<file path="src/rtl/vga_score_if.sv">
`default_nettype none
// +----------------------------------------------------------------------------+
// | Module   : vga_score_if                                                     |
// | Purpose  : Event pulses in, score and frame-stable display words out.       |
// | Revision : 1.0                                                              |
// +----------------------------------------------------------------------------+
interface vga_score_if #(
    parameter int NDIGITS = 3
);
    logic                   frame_start;
    logic                   new_game;
    logic                   point;
    logic                   game_over;
    logic [4*NDIGITS-1:0]   score_bcd;
    logic [4*NDIGITS-1:0]   high_bcd;
    logic                   new_high;
    logic [4*NDIGITS-1:0]   disp_digits;
    logic [NDIGITS-1:0]     disp_en;
    logic [1:0]             state;

    modport master (
        output frame_start, new_game, point, game_over,
        input  score_bcd, high_bcd, new_high, disp_digits, disp_en, state
    );

    modport slave (
        input  frame_start, new_game, point, game_over,
        output score_bcd, high_bcd, new_high, disp_digits, disp_en, state
    );
endinterface
`default_nettype wire

</file>
<file path="src/rtl/vga_score_ctrl.sv">
`default_nettype none
// +----------------------------------------------------------------------------+
// | Module   : vga_score_ctrl                                                   |
// | Purpose  : BCD score/high-score keeper and play/over/high display sequencer.|
// | Revision : 1.0                                                              |
// +----------------------------------------------------------------------------+
module vga_score_ctrl #(
    parameter int NDIGITS      = 3,
    parameter int BLINK_FRAMES = 30,
    parameter int BLINK_HALVES = 6
) (
    input  wire logic   clk,
    input  wire logic   reset_n,
    vga_score_if.slave  bus
);
    localparam int c_BCD_W = 4 * NDIGITS;
    localparam int c_FW    = $clog2(BLINK_FRAMES + 1);
    localparam int c_HW    = $clog2(BLINK_HALVES + 1);

    typedef enum logic [1:0] {
        ST_IDLE = 2'd0,
        ST_PLAY = 2'd1,
        ST_OVER = 2'd2,
        ST_HIGH = 2'd3
    } state_t;

    state_t                 r_state;
    state_t                 w_state_nxt;
    logic [c_BCD_W-1:0]     r_score;
    logic [c_BCD_W-1:0]     r_high;
    logic [c_BCD_W-1:0]     r_disp_digits;
    logic [NDIGITS-1:0]     r_disp_en;
    logic                   r_new_high;
    logic                   r_phase;
    logic [c_FW-1:0]        r_frame_cnt;
    logic [c_HW-1:0]        r_half_cnt;

    logic [c_BCD_W-1:0]     w_score_inc;
    logic [c_BCD_W-1:0]     w_src;
    logic [NDIGITS-1:0]     w_blank_en;
    logic [NDIGITS:0]       w_carry;
    logic                   w_phase_on;
    logic                   w_frame_wrap;
    logic                   w_last_half;

    assign w_carry[0] = 1'b1;

    // Ripple-carry BCD increment plus leading-zero mask of the display source.
    for (genvar gi = 0; gi < NDIGITS; gi++) begin : g_digit
        logic [3:0] w_d;
        assign w_d = r_score[4*gi +: 4];
        assign w_score_inc[4*gi +: 4] = !w_carry[gi]   ? w_d :
                                        (w_d == 4'd9)  ? 4'd0 : w_d + 4'd1;
        assign w_carry[gi+1] = w_carry[gi] && (w_d == 4'd9);
        assign w_blank_en[gi] = (gi == 0) || (|w_src[c_BCD_W-1:4*gi]);
    end

    assign w_frame_wrap = (r_state == ST_OVER) && bus.frame_start &&
                          (r_frame_cnt == c_FW'(BLINK_FRAMES - 1));
    assign w_last_half  = (r_half_cnt == c_HW'(BLINK_HALVES - 1));

    always_ff @(posedge clk) begin
        if (!reset_n) begin
            r_state <= ST_IDLE;
        end else begin
            r_state <= w_state_nxt;
        end
    end

    always_comb begin
        w_state_nxt = r_state;
        w_src       = r_high;
        w_phase_on  = 1'b1;
        case (r_state)
            ST_PLAY: begin
                w_src = r_score;
                if (bus.game_over) w_state_nxt = ST_OVER;
            end
            ST_OVER: begin
                w_src      = r_score;
                w_phase_on = r_phase;
                if (w_frame_wrap && w_last_half) w_state_nxt = ST_HIGH;
            end
            default: ;
        endcase
        if (bus.new_game) w_state_nxt = ST_PLAY;
    end

    always_ff @(posedge clk) begin
        if (!reset_n) begin
            r_score       <= '0;
            r_high        <= '0;
            r_new_high    <= 1'b0;
            r_disp_digits <= '0;
            r_disp_en     <= '0;
            r_frame_cnt   <= '0;
            r_half_cnt    <= '0;
            r_phase       <= 1'b1;
        end else begin
            // Latch from pre-update values so a frame never shows a half-applied event.
            if (bus.frame_start) begin
                r_disp_digits <= w_src;
                r_disp_en     <= w_blank_en & {NDIGITS{w_phase_on}};
            end
            if (bus.new_game) begin
                r_score     <= '0;
                r_new_high  <= 1'b0;
                r_frame_cnt <= '0;
                r_half_cnt  <= '0;
                r_phase     <= 1'b1;
            end else begin
                case (r_state)
                    ST_PLAY: begin
                        if (bus.game_over) begin
                            if (r_score > r_high) begin
                                r_high     <= r_score;
                                r_new_high <= 1'b1;
                            end else begin
                                r_new_high <= 1'b0;
                            end
                            r_frame_cnt <= '0;
                            r_half_cnt  <= '0;
                            r_phase     <= 1'b1;
                        end else if (bus.point && !w_carry[NDIGITS]) begin
                            r_score <= w_score_inc;
                        end
                    end
                    ST_OVER: begin
                        if (bus.frame_start) begin
                            if (w_frame_wrap) begin
                                r_frame_cnt <= '0;
                                r_phase     <= ~r_phase;
                                r_half_cnt  <= r_half_cnt + 1'b1;
                            end else begin
                                r_frame_cnt <= r_frame_cnt + 1'b1;
                            end
                        end
                    end
                    default: ;
                endcase
            end
        end
    end

    assign bus.score_bcd   = r_score;
    assign bus.high_bcd    = r_high;
    assign bus.new_high    = r_new_high;
    assign bus.disp_digits = r_disp_digits;
    assign bus.disp_en     = r_disp_en;
    assign bus.state       = r_state;

endmodule
`default_nettype wire

</file>
<file path="src/flat_wrapper.sv">
// flat-port wrapper written by rule: the top's interface ports become plain ports
module vga_score_ctrl_flat 
#(
    parameter int NDIGITS      = 3,
    parameter int BLINK_FRAMES = 30,
    parameter int BLINK_HALVES = 6
)
  (clk, reset_n, bus_frame_start, bus_new_game, bus_point, bus_game_over, bus_score_bcd, bus_high_bcd, bus_new_high, bus_disp_digits, bus_disp_en, bus_state);
  vga_score_if #(.NDIGITS(NDIGITS)) bus_i ();
  input  wire logic clk;
  input  wire logic reset_n;
  input wire logic [$bits(bus_i.frame_start)-1:0] bus_frame_start;
  input wire logic [$bits(bus_i.new_game)-1:0] bus_new_game;
  input wire logic [$bits(bus_i.point)-1:0] bus_point;
  input wire logic [$bits(bus_i.game_over)-1:0] bus_game_over;
  output wire logic [$bits(bus_i.score_bcd)-1:0] bus_score_bcd;
  output wire logic [$bits(bus_i.high_bcd)-1:0] bus_high_bcd;
  output wire logic [$bits(bus_i.new_high)-1:0] bus_new_high;
  output wire logic [$bits(bus_i.disp_digits)-1:0] bus_disp_digits;
  output wire logic [$bits(bus_i.disp_en)-1:0] bus_disp_en;
  output wire logic [$bits(bus_i.state)-1:0] bus_state;
  assign bus_i.frame_start = bus_frame_start;
  assign bus_i.new_game = bus_new_game;
  assign bus_i.point = bus_point;
  assign bus_i.game_over = bus_game_over;
  assign bus_score_bcd = bus_i.score_bcd;
  assign bus_high_bcd = bus_i.high_bcd;
  assign bus_new_high = bus_i.new_high;
  assign bus_disp_digits = bus_i.disp_digits;
  assign bus_disp_en = bus_i.disp_en;
  assign bus_state = bus_i.state;
  vga_score_ctrl #(.NDIGITS(NDIGITS), .BLINK_FRAMES(BLINK_FRAMES), .BLINK_HALVES(BLINK_HALVES)) u_core (.clk(clk), .reset_n(reset_n), .bus(bus_i));
endmodule
</file>
<file path="config.mk">
export PLATFORM = sky130hd
export DESIGN_NAME = vga_score_ctrl_flat
export DESIGN_NICKNAME = d
export VERILOG_FILES = /design/src/rtl/vga_score_if.sv /design/src/rtl/vga_score_ctrl.sv /design/src/flat_wrapper.sv
export SDC_FILE = /design/constraint.sdc
export NUM_CORES = 1
export LEC_CHECK = 0
export CAP_MARGIN = 10
export CORE_MARGIN = 3
export CORE_UTILIZATION = 35
export DETAILED_ROUTE_END_ITERATION = 8
export GPL_ROUTABILITY_DRIVEN = 0
export GPL_TIMING_DRIVEN = 0
export PLACE_DENSITY_LB_ADDON = 0.2
export SLEW_MARGIN = 10
export SYNTH_ARGS = -nofsm -noshare
export SYNTH_HDL_FRONTEND = slang
export SYNTH_SLANG_ARGS = --single-unit
</file>
<file path="constraint.sdc">
create_clock -name clk -period 2.1 [get_ports clk]
set_input_delay 0.21 -clock clk [delete_from_list [all_inputs] [get_ports clk]]
set_output_delay 0.21 -clock clk [all_outputs]
set_load 0.01 [all_outputs]
</file>
# After elaboration in Yosys (flattened, before gate mapping)
# Cells that the tools add are included.
# word_totals
regBits,51
inputBits,6
word_cells,80
# classes
add_sub_neg,5
n_lt_le_gt_ge,1
n_eq_ne,13
n_mux,22
bitwise,5
reduce_logical,22
# op_table
cell,n
$reduce_and A4 Y1,4
$mux W5,3
$add A4 B1 Y4 const B,3
$eq A4 B4 Y1 const B,3
$gt A12 B12 Y1,1
$mux W12,1
$mux W4,3
$reduce_and A3 Y1,4
$pmux W5 S2,1
$mux W3,3
$reduce_or A8 Y1,1
$logic_and A1 B1 Y1,6
$mux W1,6
$ne A2 B2 Y1 const B,3
$ne A3 B3 Y1 const B,2
$pmux W3 S2,1
$add A5 B1 Y5 const B,1
$eq A5 B5 Y1 const B,1
$mux W2,2
$not A1 Y1,4
$pmux W2 S2,1
$reduce_or A2 Y1,2
$reduce_or A4 Y1,1
$add A3 B1 Y3 const B,1
10 further kinds,10

# Depth between registers and ports, before layout
# logic_depth
depth_word,7
ltp_mapped,8
ltp_nobuf,7

# Worst setup path after synthesis
# OpenSTA, ideal clock, no wires.
# synth_timing
path_type,register -> register
from,register u_core.r_high[11] (netlist: u_core.bus.high_bcd[11])
to,register u_core.r_high[2] (netlist: u_core.bus.high_bcd[2])
setup_ns,0.122
t_arrival_ns,1.936
t_required_ns,1.978
slack_ns,0.042
stages_incl_launch_ff,9
n_path_buf,1
period_less_slack_ns,2.058
path_cell_list,dfxtp_1 -> inv_1 -> ha_1 -> and4_1 -> nand2_1 -> o211ai_1 -> a311oi_2 -> buf_2 -> a221o_1
# synth_via
elab_chain_cells,2
# synth_lines
item,line,source
start: declaration,vga_score_ctrl.sv:30,logic [c_BCD_W-1:0] r_high;
start signal: assignment,vga_score_ctrl.sv:116,r_high <= r_score;
$gt A12 B12 Y1,vga_score_ctrl.sv:115,if (r_score > r_high) begin
$reduce_and A4 Y1 (no source line),-,
# No other way between the ends.
# A chain may end at the register's enable or synchronous reset.

# Worst setup path in the final report
# layout_timing
from,register u_core.r_high[5] (netlist: u_core.bus.high_bcd[5])
to,register u_core.r_high[1] (netlist: u_core.bus.high_bcd[1])
# Same word-level chain as after synthesis.

==> reports/qor.txt <==
Mapped cell area: 0.00280 mm^2
Syn_nets: 335
I/O pin cnt: 48
Setup TNS: 0 ns
Largest net degree at the start of global routing: 16
Placed insts: 457
Mux share of post-synthesis cell area: 3.94%
Worst EP arrival: 2.27 ns
Metal2 WL: 3830 um
Final number of setup-violating endpoints: 0
Layout area overhead: 37.8%
Area of the core: 0.00749 mm^2
GR Overflow Total: 0
Ant diodes: 0
Place WS: -0.273 ns
Tot GR Track Use: 18.3%
Post-synthesis simple-gate area fraction: 19.4%
Worst Skew: 0.00948 ns
Port bufs: 47
Crit share post-route: 99.2%
Unrepaired setup endpoints after global routing: true
Leakage dissipation: 1.72 nW
Post-Synth XOR/XNOR Area: 3.45%
Vias in the first global route: 2483
Slowest cell delay on critical path: 0.36 ns
Root buffer cell: clkbuf_8
CTS tree: done
Deepest clock path buffer count: 2
Min cycle time layout: 2.08 ns
Max Fclk: 480 MHz
Max Slew Vio Count: 0
Syn avg cell area: 8.99 um^2
Vias per cell: 5.42
Layout cells sized above 1: 20.7%
Adder-cell share of the synthesized area: 8.06%
R2r endpoint: u_core.bus.high_bcd[1]
M1 wire length: 3800 um
Clk slew on worst S/H paths: 0.10 ns
WL final: 8240 um
Row Count: 31
CP Capture Point: u_core.bus.high_bcd[1]
Setup slack, reg-to-reg: 0.02 ns
Pre-Repair DR Iteration Count: 4
Max cap viols: 0
Highest-delay cell along the critical path: dfxtp_4
# fillers: 699
Initial Utilization: 37.3%
Distinct cells, synth: 48
Buf/Inv on CP: 2
Global-route wire length before repair: 13000 um
# H-tree levels: 2
Final worst setup slack: 0.0177 ns
Die area: 0.00909 mm^2
Vias after detailed routing: 2656
Outcome: completed
Count of final hold-check violations: 0
Synth warnings: 0
Crit path launch type: register
Critical path fanouts, max: 10
Pwr dens: 449 mW/mm^2
Routed met3 length: 515 um
WP depth: 8
Post-synth EDFFs: 0
Hold_buf cts: 0
Largest family of logic cells by synthesized area: compound AO/OA/AOI/OAI gates
CTS Sinks: 51
Register-to-Register Path Depth: 8
Top sig layer: met4
#FFs+latches synth: 51
Nets: 414
Post-route DRC: 0
CP required: 2.29 ns
R2R Path Start: u_core.bus.high_bcd[5]
Die width: 95.4 um
HPWL after DPL: 5410 um
VDD IR max: 412 uV
Min Hold Slack: 0.460 ns
Post-synthesis compound-gate area fraction: 22.7%
Slew @ Worst Pin: 0.582 ns
CP Cell Sequence: inv_1, ha_4, a21oi_1, o21ai_0, nand2_1, clkbuf_2, and3_1, a221o_1
Cell count after synthesis: 311
Clk_lat worst skew: 0.30 ns
Asr flop ratio synth: 0%
Layout Cells excl Fill: 490
Slew headroom: 61.2%
Initial antenna violation count: 0
Wire per inst: 16.8 um
Post-synthesis sequential area ratio: 36.5%
Critical path class: register to register
Crit path from: u_core.bus.high_bcd[5]
CTS Buf Count: 5
Crit-path leading delay family: compound AO/OA/AOI/OAI gates
CP endpoint kind: register
HP Class: register to register
Die Ht: 95.4 um
1st-iter DRT viols: 197
Main synth FF type: dfxtp_1
Post-DRT Antenna Nets: 0
[report_power, final]
part / switching [mW] / internal, mW
Sequential: 0.0115 / 0.966
Combinational: 0.105 / 0.0829
Clock: 0.334 / 0.229
[cell families after synthesis]
| kind of cell | after synthesis |
|---|---|
| fa+ha+maj | 18 |
| simple gates | 101 |
| flops | 51 |
| xor+xnor | 11 |
| mux | 11 |
| compound gates | 77 |
| buf+inv | 42 |
[cell usage after synthesis, types with 2 or more instances]
cell | number | area share (%)
and2_1 | 2 | 0.45
ha_1 | 18 | 8.1
nor2_1 | 20 | 2.7
a21oi_1 | 15 | 2.7
dfxtp_1 | 51 | 37
inv_1 | 22 | 3.0
clkbuf_1 | 18 | 2.4
nor3b_1 | 2 | 0.54
a211oi_1 | 3 | 0.81
nor4_1 | 3 | 0.67
and3_1 | 12 | 2.7
xnor2_1 | 3 | 0.94
o211a_1 | 24 | 8.6
or3_1 | 3 | 0.67
nor3_1 | 3 | 0.54
and4_1 | 2 | 0.63
nand2_1 | 27 | 3.6
a21o_1 | 4 | 1.1
o21a_1 | 2 | 0.54
a221o_1 | 12 | 4.3
nand3_1 | 5 | 0.90
mux2i_1 | 11 | 3.9
o211ai_1 | 6 | 1.6
nand4_1 | 8 | 1.8
o21ai_0 | 3 | 0.54
nand2b_1 | 2 | 0.45
nor2b_1 | 2 | 0.45
xor2_1 | 8 | 2.5
[per-layer routing]
layer	global-route usage, %	vias up
li1	-	1292
met1	26.0	1277
met2	28.9	79
met3	3.00	8
met4	4.57	0
met5	0	-
[flip-flops by register name (all words and copies together) (netlist names)]
register and flops:
u_core.bus.disp_digits 12, u_core.bus.disp_en 3, u_core.bus.high_bcd 12, u_core.bus.new_high 1, u_core.bus.score_bcd 12, u_core.bus.state 2
u_core.r_frame_cnt 5, u_core.r_half_cnt 3, u_core.r_phase 1
[placed cells by master, fill, tap and decap left out, types with 11 or more instances in the layout]
cell type and n:
dfxtp_1 29, buf_4 24, inv_1 18, ha_1 11
and3_1 12, mux2i_1 11, clkbuf_1 14, nor2_1 20
dfxtp_4 14, o211a_1 24, clkdlybuf4s50_1 47, a221o_1 12
nand2_1 26, a21oi_1 15
[final cells by class]
type	count	area (um^2)	area share (%)
clock buffers	5	68.8	1.79
plain buffers	20	95.1	2.47
well taps	99	124	3.22
inverters	22	82.6	2.14
flip-flops and latches	51	1080	28.1
repair buffers	72	662	17.2
multi-input cells	218	1720	44.7
clock inverters	3	15.0	0.390
[worst min-delay path by stage]
stage	start	endpoint	slack [ns]	depth (start not counted)
3_3_place_gp	u_core.bus.new_high	u_core.bus.new_high	0.44	1
2_1_floorplan	bus_point	u_core.bus.score_bcd[0]	0.41	2
3_5_place_dp	u_core.bus.new_high	u_core.bus.new_high	0.44	1
5_1_grt	u_core.bus.new_high	u_core.bus.new_high	0.49	1
4_1_cts	u_core.bus.new_high	u_core.bus.new_high	0.47	1
6_report	u_core.bus.new_high	u_core.bus.new_high	0.46	1
[worst reg2reg max path, delay by kind of cell, from the launching register on]
| family | cells | cell delay (ns) |
|---|---|---|
| adders and majority gates | 1 | 0.26 |
| and+or+nand+nor | 2 | 0.44 |
| AOI/OAI and AO/OA | 3 | 0.62 |
| buffers and inverters | 2 | 0.28 |
| DFF | 1 | 0.36 |
[through the flow]
| stage | area [um^2] | total power, mW | util [%] |
|---|---|---|---|
| 5_1_grt | 3850 | 1.80 | 51.5 |
| 6_report | 3850 | 1.73 | 51.5 |
| 3_3_place_gp | 3390 | 1.20 | 45.3 |
| 3_5_place_dp | 3390 | 1.20 | 45.3 |
| 2_1_floorplan | 2800 | 1.12 | - |
| 4_1_cts | 3710 | 1.74 | 49.6 |
[what timing repair did]
action | CTS | global route
setup endpoints to repair | 13 | 17
cloned | 1 | 0
gates resized for setup | 39 | 27
pin swaps | 8 | 16
setup buffers | 15 | 9
Power figures use the tool's default switching activity.
